**config.mk**
```make
export PLATFORM = sky130hd
export DESIGN_NAME = dac_controller
export DESIGN_NICKNAME = d
export VERILOG_FILES = /design/src/rtl/dac_controller.sv
export SDC_FILE = /design/constraint.sdc
export NUM_CORES = 1
export LEC_CHECK = 0
export BUFFER_PORTS_ARGS = -buffer_cell sky130_fd_sc_hd__buf_2
export CORE_UTILIZATION = 51
export DETAILED_ROUTE_END_ITERATION = 7
export MAX_ROUTING_LAYER = met4
export PLACE_DENSITY = 0.76
export REMOVE_ABC_BUFFERS = 1
export SLEW_MARGIN = 20
export SYNTH_ARGS = -nofsm -noshare
export SYNTH_HDL_FRONTEND = slang
export SYNTH_SLANG_ARGS = --single-unit
```
**constraint.sdc**
```tcl
create_clock -name clk -period 2.32 [get_ports clk]
set_clock_uncertainty 0.05 [all_clocks]
set_input_delay 0.232 -clock clk [delete_from_list [all_inputs] [get_ports clk]]
set_output_delay 0.232 -clock clk [all_outputs]
set_load 0.005 [all_outputs]
```
**src/rtl/dac_controller.sv**
```systemverilog
// Paced DAC sample controller: small sample FIFO, sample-period tick, load/busy handshake FSM.
// Optional busy-handshake timeout is enabled by defining DAC_BUSY_TIMEOUT_EN.
module dac_controller #(
   parameter int DW = 10,
   parameter int AW = 2,
   parameter int PW = 8
) (
   input  logic          clk,
   input  logic          sreset_n,
   input  logic          dac_en,
   input  logic [PW-1:0] dac_period,
   input  logic [DW-1:0] smp_data,
   input  logic          smp_valid,
   output logic          smp_ready,
   input  logic          dac_busy,
   output logic [DW-1:0] dac_data_out,
   output logic          dac_load,
   output logic          dac_underrun,
   output logic          dac_err,
   output logic [AW:0]   fifo_level
);

   localparam int DEPTH = 1 << AW;
   localparam logic [AW:0] FULL_LEVEL = (AW+1)'(DEPTH);

   typedef enum logic [2:0] {IDLE, WAIT_TICK, LOAD, WAIT_HI, WAIT_LO} state_t;

   state_t        r_state;
   logic [DW-1:0] r_mem [DEPTH];
   logic [AW-1:0] r_wr_ptr;
   logic [AW-1:0] r_rd_ptr;
   logic [AW:0]   r_level;
   logic [PW-1:0] r_tick_cnt;
   logic          r_busy_meta;
   logic          r_busy_s;
   logic [DW-1:0] r_data_out;
   logic          r_load;
   logic          r_underrun;

   logic          w_full;
   logic          w_empty;
   logic          w_push;
   logic          w_pop;
   logic          w_tick;

   assign w_full    = (r_level == FULL_LEVEL);
   assign w_empty   = (r_level == '0);
   assign w_push    = smp_valid && !w_full;
   assign w_tick    = (r_state == WAIT_TICK) && (r_tick_cnt == dac_period);
   // Disabling wins over a coincident tick, so nothing is popped on the way to IDLE.
   assign w_pop     = w_tick && dac_en && !w_empty;

   assign smp_ready    = !w_full;
   assign fifo_level   = r_level;
   assign dac_data_out = r_data_out;
   assign dac_load     = r_load;
   assign dac_underrun = r_underrun;

   always_ff @(posedge clk) begin
      if (w_push) begin
         r_mem[r_wr_ptr] <= smp_data;
      end
   end

   always_ff @(posedge clk) begin
      if (!sreset_n) begin
         r_wr_ptr <= '0;
         r_rd_ptr <= '0;
         r_level  <= '0;
      end else begin
         if (w_push) r_wr_ptr <= r_wr_ptr + 1'b1;
         if (w_pop)  r_rd_ptr <= r_rd_ptr + 1'b1;
         case ({w_push, w_pop})
            2'b10:   r_level <= r_level + 1'b1;
            2'b01:   r_level <= r_level - 1'b1;
            default: r_level <= r_level;
         endcase
      end
   end

   always_ff @(posedge clk) begin
      if (!sreset_n) begin
         r_busy_meta <= 1'b0;
         r_busy_s    <= 1'b0;
      end else begin
         r_busy_meta <= dac_busy;
         r_busy_s    <= r_busy_meta;
      end
   end

   // Held at zero outside WAIT_TICK, so every entry starts a fresh period.
   always_ff @(posedge clk) begin
      if (!sreset_n || r_state != WAIT_TICK || w_tick) begin
         r_tick_cnt <= '0;
      end else begin
         r_tick_cnt <= r_tick_cnt + 1'b1;
      end
   end

`ifdef DAC_BUSY_TIMEOUT_EN
   logic [3:0] r_to_cnt;
   logic       r_err;

   assign dac_err = r_err;

   always_ff @(posedge clk) begin
      if (!sreset_n || r_state != WAIT_HI) begin
         r_to_cnt <= '0;
      end else begin
         r_to_cnt <= r_to_cnt + 1'b1;
      end
   end
`else
   assign dac_err = 1'b0;
`endif

   always_ff @(posedge clk) begin
      if (!sreset_n) begin
         r_state    <= IDLE;
         r_data_out <= '0;
         r_load     <= 1'b0;
         r_underrun <= 1'b0;
`ifdef DAC_BUSY_TIMEOUT_EN
         r_err      <= 1'b0;
`endif
      end else begin
         r_load     <= 1'b0;
         r_underrun <= 1'b0;
`ifdef DAC_BUSY_TIMEOUT_EN
         r_err      <= 1'b0;
`endif
         case (r_state)
            IDLE: begin
               if (dac_en) r_state <= WAIT_TICK;
            end
            WAIT_TICK: begin
               if (!dac_en) begin
                  r_state <= IDLE;
               end else if (w_tick) begin
                  if (!w_empty) begin
                     r_data_out <= r_mem[r_rd_ptr];
                     r_state    <= LOAD;
                  end else begin
                     r_underrun <= 1'b1;
                  end
               end
            end
            LOAD: begin
               r_load  <= 1'b1;
               r_state <= WAIT_HI;
            end
            WAIT_HI: begin
               if (r_busy_s) begin
                  r_state <= WAIT_LO;
`ifdef DAC_BUSY_TIMEOUT_EN
               end else if (r_to_cnt == 4'd15) begin
                  r_err   <= 1'b1;
                  r_state <= dac_en ? WAIT_TICK : IDLE;
`endif
               end
            end
            WAIT_LO: begin
               if (!r_busy_s) r_state <= dac_en ? WAIT_TICK : IDLE;
            end
            default: r_state <= IDLE;
         endcase
      end
   end

endmodule

```
==> results.ini, run 1 <==
[pwr]
seqPwrFrac_pct = 54.6
power.leakage_nw = 1.41
p_per_area_mw_per_mm2 = 685
swShare_pct = 21.0
power.total_mw = 2.58
max-vdd-ir-drop_v = 0.000493
p_switching_mw = 0.542
pwr-share-clk_pct = 37.6
comb_power_share_pct = 7.8
p_int_mw = 2.04

[global_route]
grt_overflow = 0
grt_max_degree = 26
grt_pass1_vias = 1982
antenna_found_initial = 0
grt_first_pass_wirelength_um = 9300
grtUsageTotal_pct = 20.5

[clock_tree]
cts_buffers = 9
ctsLongestPathBuffers = 2
clk_pin_slew_worst_paths_ns = 0.07
htree_levels = 3
cts-hold-fix-buffers = 0
clock_sinks = 72
insertion_delay_ns = 0.33
cts-root-buf = clkbuf_8
cts_tree = yes

[yosys]
postSynthCellCount = 230
yosys_most_used_dff = edfxtp_1
ys_ff_latch = 72
syn_area_sq_mm = 0.00310
seq_area_frac_synth_pct = 59.4
synthTopCellsByCount = edfxtp_1, dfxtp_1, a21boi_0, nand4_1, o31ai_1
yosys.cell_types.count = 39
synth_edf_count = 40
yosysTopAreaCellShare_pct = 38.7
synth_top_cell_by_area = edfxtp_1
ys_warn_count = 0
synthTopCellsByArea = edfxtp_1, dfxtp_1, mux4_2, a21boi_0, o31ai_1
yosys.cell_count.top_type = edfxtp_1
syn_area_per_cell_sq_um = 13.5
postSynth.asyncResetShare_pct = 0

[sta]
fmax_mhz = 421
finalHoldViolCount = 0
setup-tns-final_ns = -0.0539
slew_violations = 0
min_period_ns = 2.37
post-route-period-util_pct = 102
setup_viol = 1
worst_pin_slew_ns = 0.739
rsz0062_at_grt = yes
worst_slack_ns = -0.0539
max_slew_margin_pct = 50.7

[critical_path]
cp_data_arrival_time_ns = 2.58
ff2ff_setup_slack_ns = -0.05
worst_setup_path_end_kind = flop
cp_max_fo = 2
rr_endpoint = fifo_level[2]
criticalPathCategory = flop to flop
reg2regPathDepth = 9
r2r_start = r_state[1]
startpoint = r_state[1]
cpMaxStageDelayCell = dfxtp_2
cp.required_ns = 2.53
slowest_delay_ns = 0.32
path_cells = and4bb_2 > nand4_1 > nor3_4 > ha_2 > inv_2 > fa_2 > xor2_1 > or3_1 > a21boi_1
startpoint_type = flop

[finish]
antennaDiodeCount = 0
nets = 324
area_growth_syn_to_layout_pct = 21.4
final_util_pct = 64.0
fillers = 436
layout-drive-gt1-share_pct = 35.5

[outcome]
status = finished, violations left
violations = negative setup slack

[detailed_routing]
maxUsedRoutingLayer = met4
wire_per_inst_um = 15.4
drtIter0Drc = 105
met2_length_um = 2770
firstDrtPassIters = 4
wl_met1_um = 2600
dr_total_vias = 2054
drc = 0
via_per_inst = 5.49
ant_nets = 0
wl_met3_um = 305
routed_wl_um = 5770

[min_path]
hp-start = dac_busy
hold_path_depth = 2
hold_end = r_busy_meta
min_path_type = input pin to flop

[floorplanning]
rows = 28
die_area_sq_mm = 0.00640
fp.coreArea_sq_mm = 0.00589
die_w_um = 80
die_h_um = 80
io_pins = 40
start_util_pct = 52.7

[place]
hpwl_um = 4090
gp_congestion = 0.824
place.port_buffers = 38

[job]
max_cap_violations = 0

-- flip-flops by register name, indices dropped and copies added, names as in the netlist --
| register | count |
|---|---|
| r_mem | 40 |
| dac_data_out | 10 |
| r_tick_cnt | 8 |
| fifo_level | 3 |
| r_state | 3 |
| r_rd_ptr | 2 |
| r_wr_ptr | 2 |
| dac_load | 1 |
| dac_underrun | 1 |
| r_busy_meta | 1 |
| r_busy_s | 1 |
-- cell type report --
cell class / count / area (sq um) / area share (%)
clock inverter: 3 / 40.0 / 1.06
tap: 75 / 93.8 / 2.49
sequential: 72 / 1840 / 49.0
timing repair buffer: 64 / 385 / 10.2
multi-input combinational: 140 / 1220 / 32.3
inverter: 7 / 26.3 / 0.698
clock buffer: 13 / 159 / 4.22
-- critical path, delay by kind of cell (launching register included) --
kind | cells | cell delay [ns]
DFF | 1 | 0.32
AOI/OAI and AO/OA | 1 | 0.12
buffers and inverters | 1 | 0.04
adders and majority gates | 2 | 0.55
xor gates and xnor gates | 1 | 0.15
and+or+nand+nor | 4 | 1.09
-- per-stage QoR --
step | cell area [sq um] | hold slack [ns] | instances | setup slack, ns
floorplan | 3050 | 0.281 | 219 | -0.265
global placement | 3510 | 0.366 | 356 | -0.0567
detailed placement | 3510 | 0.371 | 356 | -0.250
CTS | 3760 | 0.0447 | 374 | -0.0233
global route | 3770 | 0.0539 | 374 | -0.166
finish | 3770 | 0.0558 | 374 | -0.0539
-- metal layers --
| layer | track usage, % | vias to the layer above |
|---|---|---|
| li1 | - | 999 |
| met1 | 25.8 | 984 |
| met2 | 31.9 | 63 |
| met3 | 4.91 | 8 |
| met4 | 8.39 | 0 |
| met5 | - | - |
-- worst max path at each step --
stage / end / slack [ns] / cells past startpoint
after floorplan: fifo_level[2] / -0.26 / 9
after global placement: fifo_level[2] / -0.06 / 10
after detailed placement: fifo_level[2] / -0.25 / 10
after CTS: fifo_level[2] / -0.02 / 9
after global routing: fifo_level[2] / -0.17 / 9
final: fifo_level[2] / -0.05 / 9
-- cell usage in the layout (no fill, tap or decap), drive strengths merged, types with 7 or more instances in the layout --
master	count
o31ai	11
a21boi	13
mux4	10
edfxtp	40
dfxtp	32
clkbuf	13
xnor2	11
nand4	13
buf	64
nor2	10
inv	7
and2	7
-- cell families after synthesis --
| family | synth area share [%] |
|---|---|
| AO/OA/AOI/OAI | 8.51 |
| XOR/XNOR | 5.77 |
| adder cells (fa/ha/maj) | 3.06 |
| buffers and inverters | 2.54 |
| flip-flops | 59.4 |
| multiplexers | 7.26 |
| other | 0.121 |
| AND/OR/NAND/NOR | 13.4 |
-- power groups by stage --
stage                     Sequential [mW]  Clock (mW)  Combinational [mW]
after floorplan                      1.44           0              0.0980
after global placement               1.43           0               0.185
after detailed placement             1.44           0               0.191
after CTS                            1.41       0.988               0.198
after global routing                 1.41        1.04               0.222
final                                1.41       0.970               0.200
-- what timing repair did --
action	CTS	global route
buffers inserted	2	0
setup endpoints to repair	1	2
pin swaps	5	1
gates resized for setup	8	4
Note: power is estimated with default switching activity, not from simulation.
==> inputs of run 2 (changes only) <==
--- a/config.mk
+++ b/config.mk
@@ -6,6 +6,7 @@
 export NUM_CORES = 1
 export LEC_CHECK = 0
 export BUFFER_PORTS_ARGS = -buffer_cell sky130_fd_sc_hd__buf_2
+export CORE_ASPECT_RATIO = 0.6
 export CORE_UTILIZATION = 51
 export DETAILED_ROUTE_END_ITERATION = 7
 export MAX_ROUTING_LAYER = met4
==> results.ini, run 2 (synthesized netlist as in run 1, its figures left out) <==
[outcome]
status = finished, final reports clean

[sta]
max_slew_margin_pct = 46.5
finalHoldViolCount = 0
setup-tns-final_ns = 0
fmax_mhz = 436
worst_pin_slew_ns = 0.801
whs_ns = 0.0466
rsz0062_at_grt = yes
slew_violations = 0
post-route-period-util_pct = 98.8
min_period_ns = 2.29
setup_viol = 0

[place]
place_inst = 362
place.port_buffers = 38
place_area_sq_mm = 0.00353
hpwl_um = 4310
gp_congestion = 0.850

[floorplanning]
die_w_um = 103
start_util_pct = 54.2
io_pins = 40
die_area_sq_mm = 0.00641
die_h_um = 62.4
rows = 21
fp.coreArea_sq_mm = 0.00573

[clock_tree]
insertion_delay_ns = 0.34
htree_levels = 3
clock_sinks = 72
cts_buffers = 9
ctsLongestPathBuffers = 2
cts-root-buf = clkbuf_8
cts_tree = yes
clk_pin_slew_worst_paths_ns = 0.07

[critical_path]
cp.required_ns = 2.54
cp_max_fo = 2
worst_setup_path_end_kind = flop
criticalPathCategory = flop to flop
path_cells = and4bb_2 > nand4_1 > nor3_4 > ha_2 > inv_2 > fa_2 > xor2_1 > or3_1 > a21boi_1
cp_data_arrival_time_ns = 2.51
cpMaxStageDelayCell = dfxtp_2
startpoint_type = flop
slowest_delay_ns = 0.33

[detailed_routing]
dr_total_vias = 2054
wire_per_inst_um = 15.8
drtIter0Drc = 114
firstDrtPassIters = 4
ant_nets = 0
routed_wl_um = 5990
drc = 0
via_per_inst = 5.42

[global_route]
grt_max_degree = 27
grtUsageTotal_pct = 22.3
grt_first_pass_wirelength_um = 10100
antenna_found_initial = 0
grt_overflow = 0
grt_pass1_vias = 2045

[finish]
stdcell_count = 379
regMostFlops = r_mem
fin_area_sq_mm = 0.00373
final_util_pct = 65.1
layout-drive-gt1-share_pct = 35.5
antennaDiodeCount = 0
final_cell_mix = edfxtp_1, buf_2, dfxtp_1, buf_4, nand4_1
largest_reg_flops = 40
final_common_cell = edfxtp_1
area_growth_syn_to_layout_pct = 20.1
nets = 324

[pwr]
max-vdd-ir-drop_v = 0.000303
power.leakage_nw = 1.39
p_per_area_mw_per_mm2 = 646

[job]
max_cap_violations = 0

[min_path]
min_path_type = input pin to flop

## run 2: cell count changes in the layout (fill, tap and decap cells not counted)
cell	delta
clkinv_2	+3
clkbuf_8	-2
bufinv_16	-1
inv_1	-1
inv_2	+1
o21ai_0	+1
o21ai_2	-1
## run 2: worst paths after layout
kind,start,end,slack [ns],cells past startpoint
max,r_state[2],fifo_level[2],0.03,9
min,dac_busy,r_busy_meta,0.05,2
max reg2reg,r_state[2],fifo_level[2],0.03,9
min reg2reg,r_busy_meta,r_busy_s,0.39,1
## run 2: per-stage QoR
step	setup slack, ns	power (mW)
floorplan	-0.265	1.53
global placement	-0.00958	1.62
detailed placement	-0.121	1.63
CTS	0.000519	2.43
global route	-0.0925	2.52
finish	0.0288	2.41
## run 2: layout make-up
class	count	area, sq um
repair buffers	64	385
clock inverters	5	25.0
fillers	450	2000
multi-input cells	140	1210
clock buffers	11	131
flip-flops and latches	72	1840
well taps	80	100
inverters	7	26.3
## run 2: power breakdown
part	leakage [nW]	switching (mW)	internal [mW]	total, mW
sequential	0.628	0.0157	1.39	1.41
clock	0.0866	0.424	0.379	0.803
combinational	0.678	0.108	0.0890	0.197
total	1.39	0.548	1.86	2.41
## run 2: worst max-delay path, delay by kind of cell (launching register included)
family,cells,cell delay [ns]
buffers and inverters,1,0.04
AO/OA/AOI/OAI,1,0.13
XOR/XNOR,1,0.15
flip-flops,1,0.33
AND/OR/NAND/NOR,4,0.96
adder cells (fa/ha/maj),2,0.54
## run 2: what timing repair did
item	CTS	global route
resized for setup	11	0
pin swaps	5	3
endpoints found under the setup margin	1	1
buffers inserted	1	0
hold buffers	0	0
## run 2: metal layers
| layer | up-vias | track usage (%) | routed length (um) |
|---|---|---|---|
| li1 | 1005 | - | - |
| met1 | 990 | 30.3 | 2950 |
| met2 | 57 | 31.3 | 2690 |
| met3 | 2 | 7.49 | 321 |
| met4 | 0 | 7.32 | 22 |
| met5 | - | - | 0 |
==> inputs of run 3 (changes only) <==
--- a/config.mk
+++ b/config.mk
@@ -9,6 +9,7 @@
 export CORE_ASPECT_RATIO = 0.6
 export CORE_UTILIZATION = 51
 export DETAILED_ROUTE_END_ITERATION = 7
+export HOLD_SLACK_MARGIN = 0.06
 export MAX_ROUTING_LAYER = met4
 export PLACE_DENSITY = 0.76
 export REMOVE_ABC_BUFFERS = 1
==> results.ini, run 3 (synthesized netlist as in run 1, its figures left out) <==
[outcome]
status = finished, final reports clean

[critical_path]
startpoint = r_state[2]
cp-endpoint = fifo_level[2]
cp.required_ns = 2.54
ff2ff_setup_slack_ns = 0.03
startpoint_type = flop
slowest_delay_ns = 0.33
cpMaxStageDelayCell = dfxtp_2
rr_endpoint = fifo_level[2]
path_cells = and4bb_2 > nand4_1 > nor3_4 > ha_2 > inv_2 > fa_2 > xor2_1 > or3_1 > a21boi_1
cp_max_fo = 2
cp_data_arrival_time_ns = 2.51
r2r_start = r_state[2]
worst_setup_path_end_kind = flop
reg2regPathDepth = 9
criticalPathCategory = flop to flop

[clock_tree]
cts_tree = yes
clk_pin_slew_worst_paths_ns = 0.07
cts_buffers = 9
ctsLongestPathBuffers = 2
insertion_delay_ns = 0.34
htree_levels = 3
clock_sinks = 72
cts-root-buf = clkbuf_8

[sta]
max_slew_margin_pct = 46.2
setup_viol = 0
slew_violations = 0
min_period_ns = 2.29
post-route-period-util_pct = 98.7
worst_pin_slew_ns = 0.806
rsz0062_at_grt = yes
worst_slack_ns = 0.0312
fmax_mhz = 437
finalHoldViolCount = 0
whs_ns = 0.0733

[global_route]
antenna_found_initial = 0
grt_first_pass_wirelength_um = 10200
grt_max_degree = 27
grt_overflow = 0
grt_pass1_vias = 2093
grtUsageTotal_pct = 22.6

[floorplanning]
io_pins = 40
fp.coreArea_sq_mm = 0.00573
die_area_sq_mm = 0.00641
start_util_pct = 54.2
rows = 21
die_h_um = 62.4
die_w_um = 103

[finish]
largest_reg_flops = 40
stdcell_count = 389
area_growth_syn_to_layout_pct = 23.3
final_cell_mix = edfxtp_1, buf_2, dfxtp_1, buf_4, nand4_1
fillers = 439
layout-drive-gt1-share_pct = 34.3
regMostFlops = r_mem
final_common_cell = edfxtp_1
antennaDiodeCount = 0
fin_area_sq_mm = 0.00383
nets = 334

[place]
place.port_buffers = 38
place_area_sq_mm = 0.00353
hpwl_um = 4310
place_ws_ns = -0.121
place_inst = 362
gp_congestion = 0.850

[pwr]
max-vdd-ir-drop_v = 0.000304
power.leakage_nw = 1.43
p_per_area_mw_per_mm2 = 635

[min_path]
min_path_type = input pin to flop

[detailed_routing]
routed_wl_um = 6110
ant_nets = 0
drtIter0Drc = 107
wire_per_inst_um = 15.7
via_per_inst = 5.37
dr_total_vias = 2090
firstDrtPassIters = 4
drc = 0

[job]
max_cap_violations = 0

## run 3: changes by cell type in the layout (fill, tap and decap cells not counted), sizes merged
cell,delta
dlygate4sd3,+10
## run 3: stage by stage
step	TNS (ns)	utilization [%]	total power, mW
floorplan	-0.286	-	1.53
global placement	-0.00958	61.6	1.62
detailed placement	-0.121	61.6	1.63
CTS	0	66.8	2.45
global route	-0.0925	66.8	2.53
finish	0	66.8	2.43
## run 3: cell type report
| cell class | instances | area (sq um) | area share [%] |
|---|---|---|---|
| sequential | 72 | 1840 | 48.2 |
| multi-input combinational | 140 | 1210 | 31.7 |
| timing repair buffer | 74 | 485 | 12.7 |
| clock buffer | 11 | 131 | 3.43 |
| tap | 80 | 100 | 2.62 |
| inverter | 7 | 26.3 | 0.687 |
| clock inverter | 5 | 25.0 | 0.654 |
## run 3: how the worst min path moves through the flow
stage                 from     endpoint  depth (start not counted)
2_1_floorplan  smp_data[0]  r_mem[0][0]                          0
3_5_place_dp   r_busy_meta     r_busy_s                          1
4_1_cts        smp_data[9]  r_mem[2][9]                          1
3_3_place_gp   r_busy_meta     r_busy_s                          1
5_1_grt        smp_data[9]  r_mem[3][9]                          1
6_report       smp_data[9]  r_mem[3][9]                          1
## run 3: worst max-delay path, delay by kind of cell, from the launching register on
kind                       cells  cell delay, ns
AOI/OAI and AO/OA              1            0.13
xor gates and xnor gates       1            0.15
adders and majority gates      2            0.54
buffers and inverters          1            0.04
DFF                            1            0.33
and+or+nand+nor                4            0.95
## run 3: power by group
part | leakage, nW | total, mW | internal [mW] | switching [mW]
combinational | 0.719 | 0.210 | 0.0999 | 0.110
clock | 0.0866 | 0.810 | 0.379 | 0.431
sequential | 0.628 | 1.41 | 1.39 | 0.0157
## run 3: per-layer routing
metal / global-route usage (%) / share of wire [%]
met1: 30.6 / 47
met2: 32.0 / 44
met3: 7.49 / 7.6
met4: 7.32 / 0.65
met5: - / 0
## run 3: repair_timing
| action | in CTS | in global routing |
|---|---|---|
| endpoints found under the hold margin | 29 | 0 |
| setup endpoints to repair | 1 | 1 |
| resized for setup | 11 | 0 |
| setup buffers | 1 | 0 |
| pin swaps | 5 | 3 |
| hold buffers | 10 | 0 |
